<file path="config.mk">
export PLATFORM = sky130hd
export DESIGN_NAME = spi_accel_responder
export DESIGN_NICKNAME = d
export VERILOG_FILES = /design/src/rtl/spi_accel_responder.sv
export SDC_FILE = /design/constraint.sdc
export NUM_CORES = 1
export LEC_CHECK = 0
export CORE_ASPECT_RATIO = 0.9
export CORE_MARGIN = 2
export CORE_UTILIZATION = 53
export CTS_BUF_LIST = sky130_fd_sc_hd__clkbuf_4 sky130_fd_sc_hd__clkbuf_8 sky130_fd_sc_hd__clkbuf_16
export DETAILED_ROUTE_END_ITERATION = 7
export PLACE_DENSITY = 0.79
export SLEW_MARGIN = 20
export SYNTH_ARGS = -nofsm -noshare
export SYNTH_HDL_FRONTEND = slang
export SYNTH_SLANG_ARGS = --single-unit
</file>
<file path="constraint.sdc">
create_clock -name clk -period 2.7 [get_ports clk]
set_clock_uncertainty 0.15 [all_clocks]
set_input_delay 0.405 -clock clk [delete_from_list [all_inputs] [get_ports clk]]
set_output_delay 0.405 -clock clk [all_outputs]
set_load 0.005 [all_outputs]
</file>
<file path="src/rtl/spi_accel_responder.sv">
// spi_accel_responder: SPI mode-0 slave exposing an accelerometer-style register map.
// All logic runs on clk; SCLK/CS/MOSI are double-flop synchronized and edge-detected.
// Frame: command byte (0x0B read / 0x0A write), address byte (bits[5:0]), then data bytes.
// Optional feature: define SPI_RESP_BURST_EN to auto-increment the address per data byte.
// Ports:
//   clk, resetn            system clock, async active-low reset
//   SCLK, CS, MOSI         SPI inputs from the master (CS active-low)
//   MISO                   SPI serial data out, MSB first
//   x/y/z_value [15:0]     live axis samples, snapshotted at frame start
//   wr_valid               one-clk pulse per completed write data byte
//   wr_addr [5:0]          address of that write
//   wr_data [7:0]          data byte of that write
//   busy                   high while synchronized CS is low
module spi_accel_responder (
  input  logic        clk,
  input  logic        resetn,
  input  logic        SCLK,
  input  logic        CS,
  input  logic        MOSI,
  output logic        MISO,
  input  logic [15:0] x_value,
  input  logic [15:0] y_value,
  input  logic [15:0] z_value,
  output logic        wr_valid,
  output logic [5:0]  wr_addr,
  output logic [7:0]  wr_data,
  output logic        busy
);

  localparam int unsigned ADDR_W   = 6;
  localparam int unsigned BYTE_W   = 8;
  localparam int unsigned SAMPLE_W = 16;
  localparam int unsigned CFG_N    = 16;

  localparam logic [BYTE_W-1:0] CMD_READ  = 8'h0B;
  localparam logic [BYTE_W-1:0] CMD_WRITE = 8'h0A;

  typedef enum logic [1:0] {ST_IDLE, ST_CMD, ST_ADDR, ST_DATA} state_t;
  typedef enum logic [1:0] {MODE_NONE, MODE_RD, MODE_WR} mode_t;

  state_t              r_state;
  mode_t               r_mode;
  logic [1:0]          r_sclk_sync;
  logic [1:0]          r_cs_sync;
  logic [1:0]          r_mosi_sync;
  logic                r_sclk_d;
  logic                r_cs_d;
  logic [2:0]          r_bit_cnt;
  logic [BYTE_W-2:0]   r_shift;
  logic [ADDR_W-1:0]   r_addr;
  logic [BYTE_W-1:0]   r_tx;
  logic [BYTE_W-1:0]   r_cfg [CFG_N];
  logic [SAMPLE_W-1:0] r_snap_x;
  logic [SAMPLE_W-1:0] r_snap_y;
  logic [SAMPLE_W-1:0] r_snap_z;
  logic                r_miso;
  logic                r_wr_valid;
  logic [ADDR_W-1:0]   r_wr_addr;
  logic [BYTE_W-1:0]   r_wr_data;
  logic                r_busy;

  logic                w_sclk;
  logic                w_cs;
  logic                w_mosi;
  logic                w_sclk_rise;
  logic                w_sclk_fall;
  logic                w_cs_fall;
  logic [BYTE_W-1:0]   w_byte;
  logic                w_byte_done;
  logic [ADDR_W-1:0]   w_next_addr;
  logic [ADDR_W-1:0]   w_rd_addr;
  logic [BYTE_W-1:0]   w_rd_data;

  assign w_sclk      = r_sclk_sync[1];
  assign w_cs        = r_cs_sync[1];
  assign w_mosi      = r_mosi_sync[1];
  assign w_sclk_rise = w_sclk & ~r_sclk_d;
  assign w_sclk_fall = ~w_sclk & r_sclk_d;
  assign w_cs_fall   = ~w_cs & r_cs_d;
  assign w_byte      = {r_shift, w_mosi};
  assign w_byte_done = w_sclk_rise && (r_bit_cnt == 3'd7);

`ifdef SPI_RESP_BURST_EN
  assign w_next_addr = r_addr + 6'd1;
`else
  assign w_next_addr = r_addr;
`endif

  // Byte to preload for transmit: the freshly received address, or the next data address.
  assign w_rd_addr = (r_state == ST_ADDR) ? w_byte[ADDR_W-1:0] : w_next_addr;

  // Register map read mux
  always_comb begin
    w_rd_data = 8'h00;
    if (w_rd_addr[5:4] == 2'b10) begin
      w_rd_data = r_cfg[w_rd_addr[3:0]];
    end else begin
      case (w_rd_addr)
        6'h00:   w_rd_data = 8'hAD;
        6'h01:   w_rd_data = 8'h1D;
        6'h02:   w_rd_data = 8'hF2;
        6'h0E:   w_rd_data = r_snap_x[7:0];
        6'h0F:   w_rd_data = r_snap_x[15:8];
        6'h10:   w_rd_data = r_snap_y[7:0];
        6'h11:   w_rd_data = r_snap_y[15:8];
        6'h12:   w_rd_data = r_snap_z[7:0];
        6'h13:   w_rd_data = r_snap_z[15:8];
        default: w_rd_data = 8'h00;
      endcase
    end
  end

  // Input synchronizers and edge-detect history; idle values are CS high, SCLK/MOSI low
  always_ff @(posedge clk or negedge resetn) begin
    if (!resetn) begin
      r_sclk_sync <= 2'b00;
      r_cs_sync   <= 2'b11;
      r_mosi_sync <= 2'b00;
      r_sclk_d    <= 1'b0;
      r_cs_d      <= 1'b1;
    end else begin
      r_sclk_sync <= {r_sclk_sync[0], SCLK};
      r_cs_sync   <= {r_cs_sync[0], CS};
      r_mosi_sync <= {r_mosi_sync[0], MOSI};
      r_sclk_d    <= w_sclk;
      r_cs_d      <= w_cs;
    end
  end

  // Frame FSM, shift registers, config storage and registered outputs
  always_ff @(posedge clk or negedge resetn) begin
    if (!resetn) begin
      r_state    <= ST_IDLE;
      r_mode     <= MODE_NONE;
      r_bit_cnt  <= 3'd0;
      r_shift    <= '0;
      r_addr     <= '0;
      r_tx       <= '0;
      r_snap_x   <= '0;
      r_snap_y   <= '0;
      r_snap_z   <= '0;
      r_miso     <= 1'b0;
      r_wr_valid <= 1'b0;
      r_wr_addr  <= '0;
      r_wr_data  <= '0;
      r_busy     <= 1'b0;
      for (int unsigned i = 0; i < CFG_N; i++) begin
        r_cfg[i] <= '0;
      end
    end else begin
      r_wr_valid <= 1'b0;
      r_busy     <= ~w_cs;
      if (w_cs) begin
        // CS high aborts any frame; a partial byte is simply dropped
        r_state   <= ST_IDLE;
        r_mode    <= MODE_NONE;
        r_bit_cnt <= 3'd0;
        r_miso    <= 1'b0;
      end else begin
        case (r_state)
          ST_IDLE: begin
            r_miso <= 1'b0;
            if (w_cs_fall) begin
              r_state   <= ST_CMD;
              r_mode    <= MODE_NONE;
              r_bit_cnt <= 3'd0;
              r_snap_x  <= x_value;
              r_snap_y  <= y_value;
              r_snap_z  <= z_value;
            end
          end
          ST_CMD: begin
            r_miso <= 1'b0;
            if (w_sclk_rise) begin
              r_shift   <= w_byte[BYTE_W-2:0];
              r_bit_cnt <= r_bit_cnt + 3'd1;
            end
            if (w_byte_done) begin
              r_state <= ST_ADDR;
              if (w_byte == CMD_READ) begin
                r_mode <= MODE_RD;
              end else if (w_byte == CMD_WRITE) begin
                r_mode <= MODE_WR;
              end else begin
                r_mode <= MODE_NONE;
              end
            end
          end
          ST_ADDR: begin
            r_miso <= 1'b0;
            if (w_sclk_rise) begin
              r_shift   <= w_byte[BYTE_W-2:0];
              r_bit_cnt <= r_bit_cnt + 3'd1;
            end
            if (w_byte_done) begin
              r_state <= ST_DATA;
              r_addr  <= w_byte[ADDR_W-1:0];
              r_tx    <= w_rd_data;
            end
          end
          ST_DATA: begin
            if (w_sclk_rise) begin
              r_shift   <= w_byte[BYTE_W-2:0];
              r_bit_cnt <= r_bit_cnt + 3'd1;
            end
            if (w_byte_done) begin
              if (r_mode == MODE_WR) begin
                r_wr_valid <= 1'b1;
                r_wr_addr  <= r_addr;
                r_wr_data  <= w_byte;
                if (r_addr[5:4] == 2'b10) begin
                  r_cfg[r_addr[3:0]] <= w_byte;
                end
              end
              r_addr <= w_next_addr;
              r_tx   <= w_rd_data;
            end else if (w_sclk_fall && (r_mode == MODE_RD)) begin
              r_miso <= r_tx[7];
              r_tx   <= {r_tx[6:0], 1'b0};
            end
          end
          default: begin
            r_state <= ST_IDLE;
            r_miso  <= 1'b0;
          end
        endcase
      end
    end
  end

  assign MISO     = r_miso;
  assign wr_valid = r_wr_valid;
  assign wr_addr  = r_wr_addr;
  assign wr_data  = r_wr_data;
  assign busy     = r_busy;

endmodule

</file>
==> summary.md <==
| Metric | Value |
|---|---|
| Avg Cell Area, Syn | 12.2 um^2 |
| Most frequent cell after synthesis | dfrtp_1 |
| Leak Pwr | between 6 and 7 nW |
| Final Critical Period | 2.84 ns |
| Final Hold Vio Count | 0 |
| Antenna viol nets, final | 0 |
| Pwr Density | between 700 and 800 nW/um^2 |
| Clock root buffer | clkbuf_16 |
| Synth Flop Type | dfrtp_1 |
| Largest cells by area after synthesis | dfrtp_1 (55%), mux2_2 (19%), a22oi_1 (5.4%) |
| Syn. warnings | 0 |
| GRT overflow | 0 |
| Syn_nets | ~900 |
| Final wirelength | 28800 um |
| Peak VDD IR | 680 uV |
| Synthesis-stage register bit count | 229 |
| Proportion of layout cells with a drive suffix above 1 | between 30% and 40% |
| RSZ-0062 raised after global routing | yes |
| CTS buffer count | 23 |
| Vias per cell | 6.22 |
| CP Max Fanout | 19 |
| Gpl congestion | 0.969 |
| Global-route wire length before repair | 43400 um |
| Worst Reg2Reg Path Length in Cells | 12 |
| Hold Path Class | in -> reg |
| Num rows | 48 |
| Crit path kind | reg -> reg |
| Clock tree sinks | about 230 |
| Critical Path End Type | flip-flop |
| Fmax | 353 MHz |
| Worst R2R Start | r_state[0]$_DFFE_PN0P_ |
| DRC | 0 |
| WHS | between 0.1 and 0.15 ns |
| Slew @ Worst Pin | 0.855 ns |
| Die H | 136 um |
| CP arrival | 3.08 ns |
| DIE WIDTH | 150 um |
| Final Core Density | 70.4% |
| Largest net degree at the start of global routing | 75 |
| Worst hold path cell count | 1 |
| Post-synth cell types | 46 |
| Core area | 19000 um^2 |
| Number of port buffers | 69 |
| DPL Wire Length | 18000 um |
| RR Endpoint | r_tx[5]$_DFFE_PN0P_ |
| Max Root-Sink Buffers | 3 |
| Status | finished with violations |
| Mapped Area | around 10000 um^2 |
| Flop2flop setup slack | -0.14 ns |
| Final worst path period share | 105% |
| Worst skew pair latency | 0.52 ns |
| # diodes | 0 |
| Count of final max-slew check failures | 0 |
| Initial DRT Pass Iterations | 8 |
| DR WL/cell | 22.8 um |
| Asr flop ratio synth | between 90% and 100% |
| Post-synth top area share | 55.4% |
| CP required | 2.95 ns |
| Top post-synthesis cells by count | dfrtp_1 (226), mux2_2 (176), nand2_1 (77) |
| Total of max-cap violations | 0 |
| Area leader, netlist | dfrtp_1 |
| Part of the Yosys area used for sequential elements | 56.2% |
| Number of synthesized flops with an enable pin | 0 |
| GRT Overall Usage | 27.6% |
| DR iter-0 viols | around 720 |
| Initial antenna violation count | 0 |
| Die area | 20400 um^2 |
| Final setup vio count | 61 |
| WHS Endpoint | r_cs_sync[0]$_DFF_PN1_ |
| Reg area | 5740 um^2 |
| Worst-path clk slew | roughly 0.060 ns |
| Worst Hold Launch | CS |
| Vias in the first global route | 7785 |
| DR vias | ~7800 |
| Starting Density | 53.6% |
| Multi-input gate area | between 4000 and 5000 um^2 |
| Failing checks | negative setup slack |
| H-tree depth | 1 |
| Number of fillers in the final layout | 1236 |
| P&R area growth vs syn | 31.3% |
| # IOs | 70 |
| Nets@finish | around 1100 |
| Startpoint Class | flip-flop |
| Max-slew headroom | 43.0% |
| Setup slack at placement | -0.120 ns |
| Final worst slack | -0.136 ns |
| Syn Inst Count | 840 |
| CTS tree | yes |
[state kept, by name, summed over array words and instances, names as in the netlist]
| register | count |
|---|---|
| r_snap_z | 16 |
| r_mode | 2 |
| MISO | 1 |
| r_cs_sync | 2 |
| r_sclk_d | 1 |
| wr_valid | 1 |
| busy | 1 |
| r_snap_y | 16 |
| r_cs_d | 1 |
| r_shift | 7 |
| r_mosi_sync | 2 |
| wr_data | 8 |
| wr_addr | 6 |
| r_state | 2 |
| r_bit_cnt | 3 |
| r_tx | 8 |
| r_addr | 6 |
| r_snap_x | 16 |
| r_sclk_sync | 2 |
| r_cfg | 128 |
[logic make-up after synthesis]
family / after synthesis / synth area share, %
buffers and inverters: 68 / 2.53
flip-flops: 229 / 56.2
AND/OR/NAND/NOR: 161 / 8.03
multiplexers: 185 / 20.3
adder cells (fa/ha/maj): 6 / 0.736
AO/OA/AOI/OAI: 191 / 12.2
[power by group]
group | internal (mW) | switching [mW]
Sequential | 3.87 | 0.316
Clock | 1.97 | 1.32
Combinational | 1.05 | 1.22
Total | 6.89 | 2.85
[critical path: stages (launching register included)]
cell and delay (ns):
dfrtp_1 0.39, inv_2 0.08, ha_4 0.18, buf_12 0.14, nor3_1 0.04, a21o_1 0.19, buf_12 0.17, buf_4 0.19
a22oi_1 0.22, a21oi_1 0.17, o41ai_2 0.50, buf_4 0.22, a21oi_1 0.07
[worst max path at each step]
stage | cells past startpoint | end | slack, ns | from
2_1_floorplan | 8 | r_cfg[112]$_DFFE_PN0P_ | -0.11 | r_bit_cnt[0]$_DFFE_PN0P_
3_3_place_gp | 8 | r_cfg[118]$_DFFE_PN0P_ | -0.05 | r_bit_cnt[0]$_DFFE_PN0P_
3_5_place_dp | 8 | r_cfg[62]$_DFFE_PN0P_ | -0.12 | r_bit_cnt[1]$_DFFE_PN0P_
4_1_cts | 9 | r_cfg[62]$_DFFE_PN0P_ | -0.12 | r_bit_cnt[1]$_DFFE_PN0P_
5_1_grt | 10 | r_tx[5]$_DFFE_PN0P_ | -0.12 | r_addr[1]$_DFFE_PN0P_
6_report | 12 | r_tx[5]$_DFFE_PN0P_ | -0.14 | r_state[0]$_DFFE_PN0P_
[metal layers]
metal	share of wire (%)	GRT usage [%]	vias to the layer above
met5	0	0	-
met4	3.2	9.85	0
met3	7.4	5.86	72
met2	49	44.3	367
met1	40	37.4	4022
li1	-	-	3374
[cell usage in the layout (no fill, tap or decap), types with 3 or more instances in the layout]
cell type and instances:
nand3_1 5, o21ai_0 37, mux2_4 57, clkdlybuf4s50_1 68
a211oi_1 3, dfrtp_1 225, a222oi_1 3, a21oi_1 47
a22oi_1 63, o41ai_2 3, nor2_1 25, clkbuf_8 9
buf_4 86, or4_4 3, inv_1 11, dfstp_2 3
ha_4 3, buf_12 21, buf_6 6, o31ai_4 4
clkbuf_4 6, nand2_1 76, nand2b_1 5, mux2i_1 9
nor2_4 6, mux2_2 119, nand3b_1 3, o31ai_1 3
o41ai_1 4, o32ai_1 3, clkbuf_16 24, nor3_1 18
a22oi_2 11
[area by class of cell]
cell class                 count  area share [%]
clock inverter                 3           0.327
inverter                      12           0.336
clock buffer                  38            5.56
multi-input combinational    544            34.7
tap                          250            2.33
timing repair buffer         184            13.9
sequential                   229            42.8
[per-stage QoR]
stage	power, mW	setup TNS (ns)	cell area (um^2)	std cells
after global routing	10.1	-6.03	13400	1260
final	9.74	-2.46	13400	1260
after detailed placement	6.29	-5.91	12000	1196
after floorplan	5.31	-1.67	10300	840
after global placement	6.21	-1.74	12000	1196
after CTS	9.62	-3.52	13200	1254
[what timing repair did]
action / in CTS / in global routing
hold buffers: 1 / 0
endpoints found under the hold margin: 68 / 0
gates cloned: 1 / 1
gates resized for setup: 66 / 21
buffers inserted: 15 / 5
endpoints found under the setup margin: 110 / 119
pin swaps: 10 / 17
No activity file was read; power rests on OpenSTA's default activity.
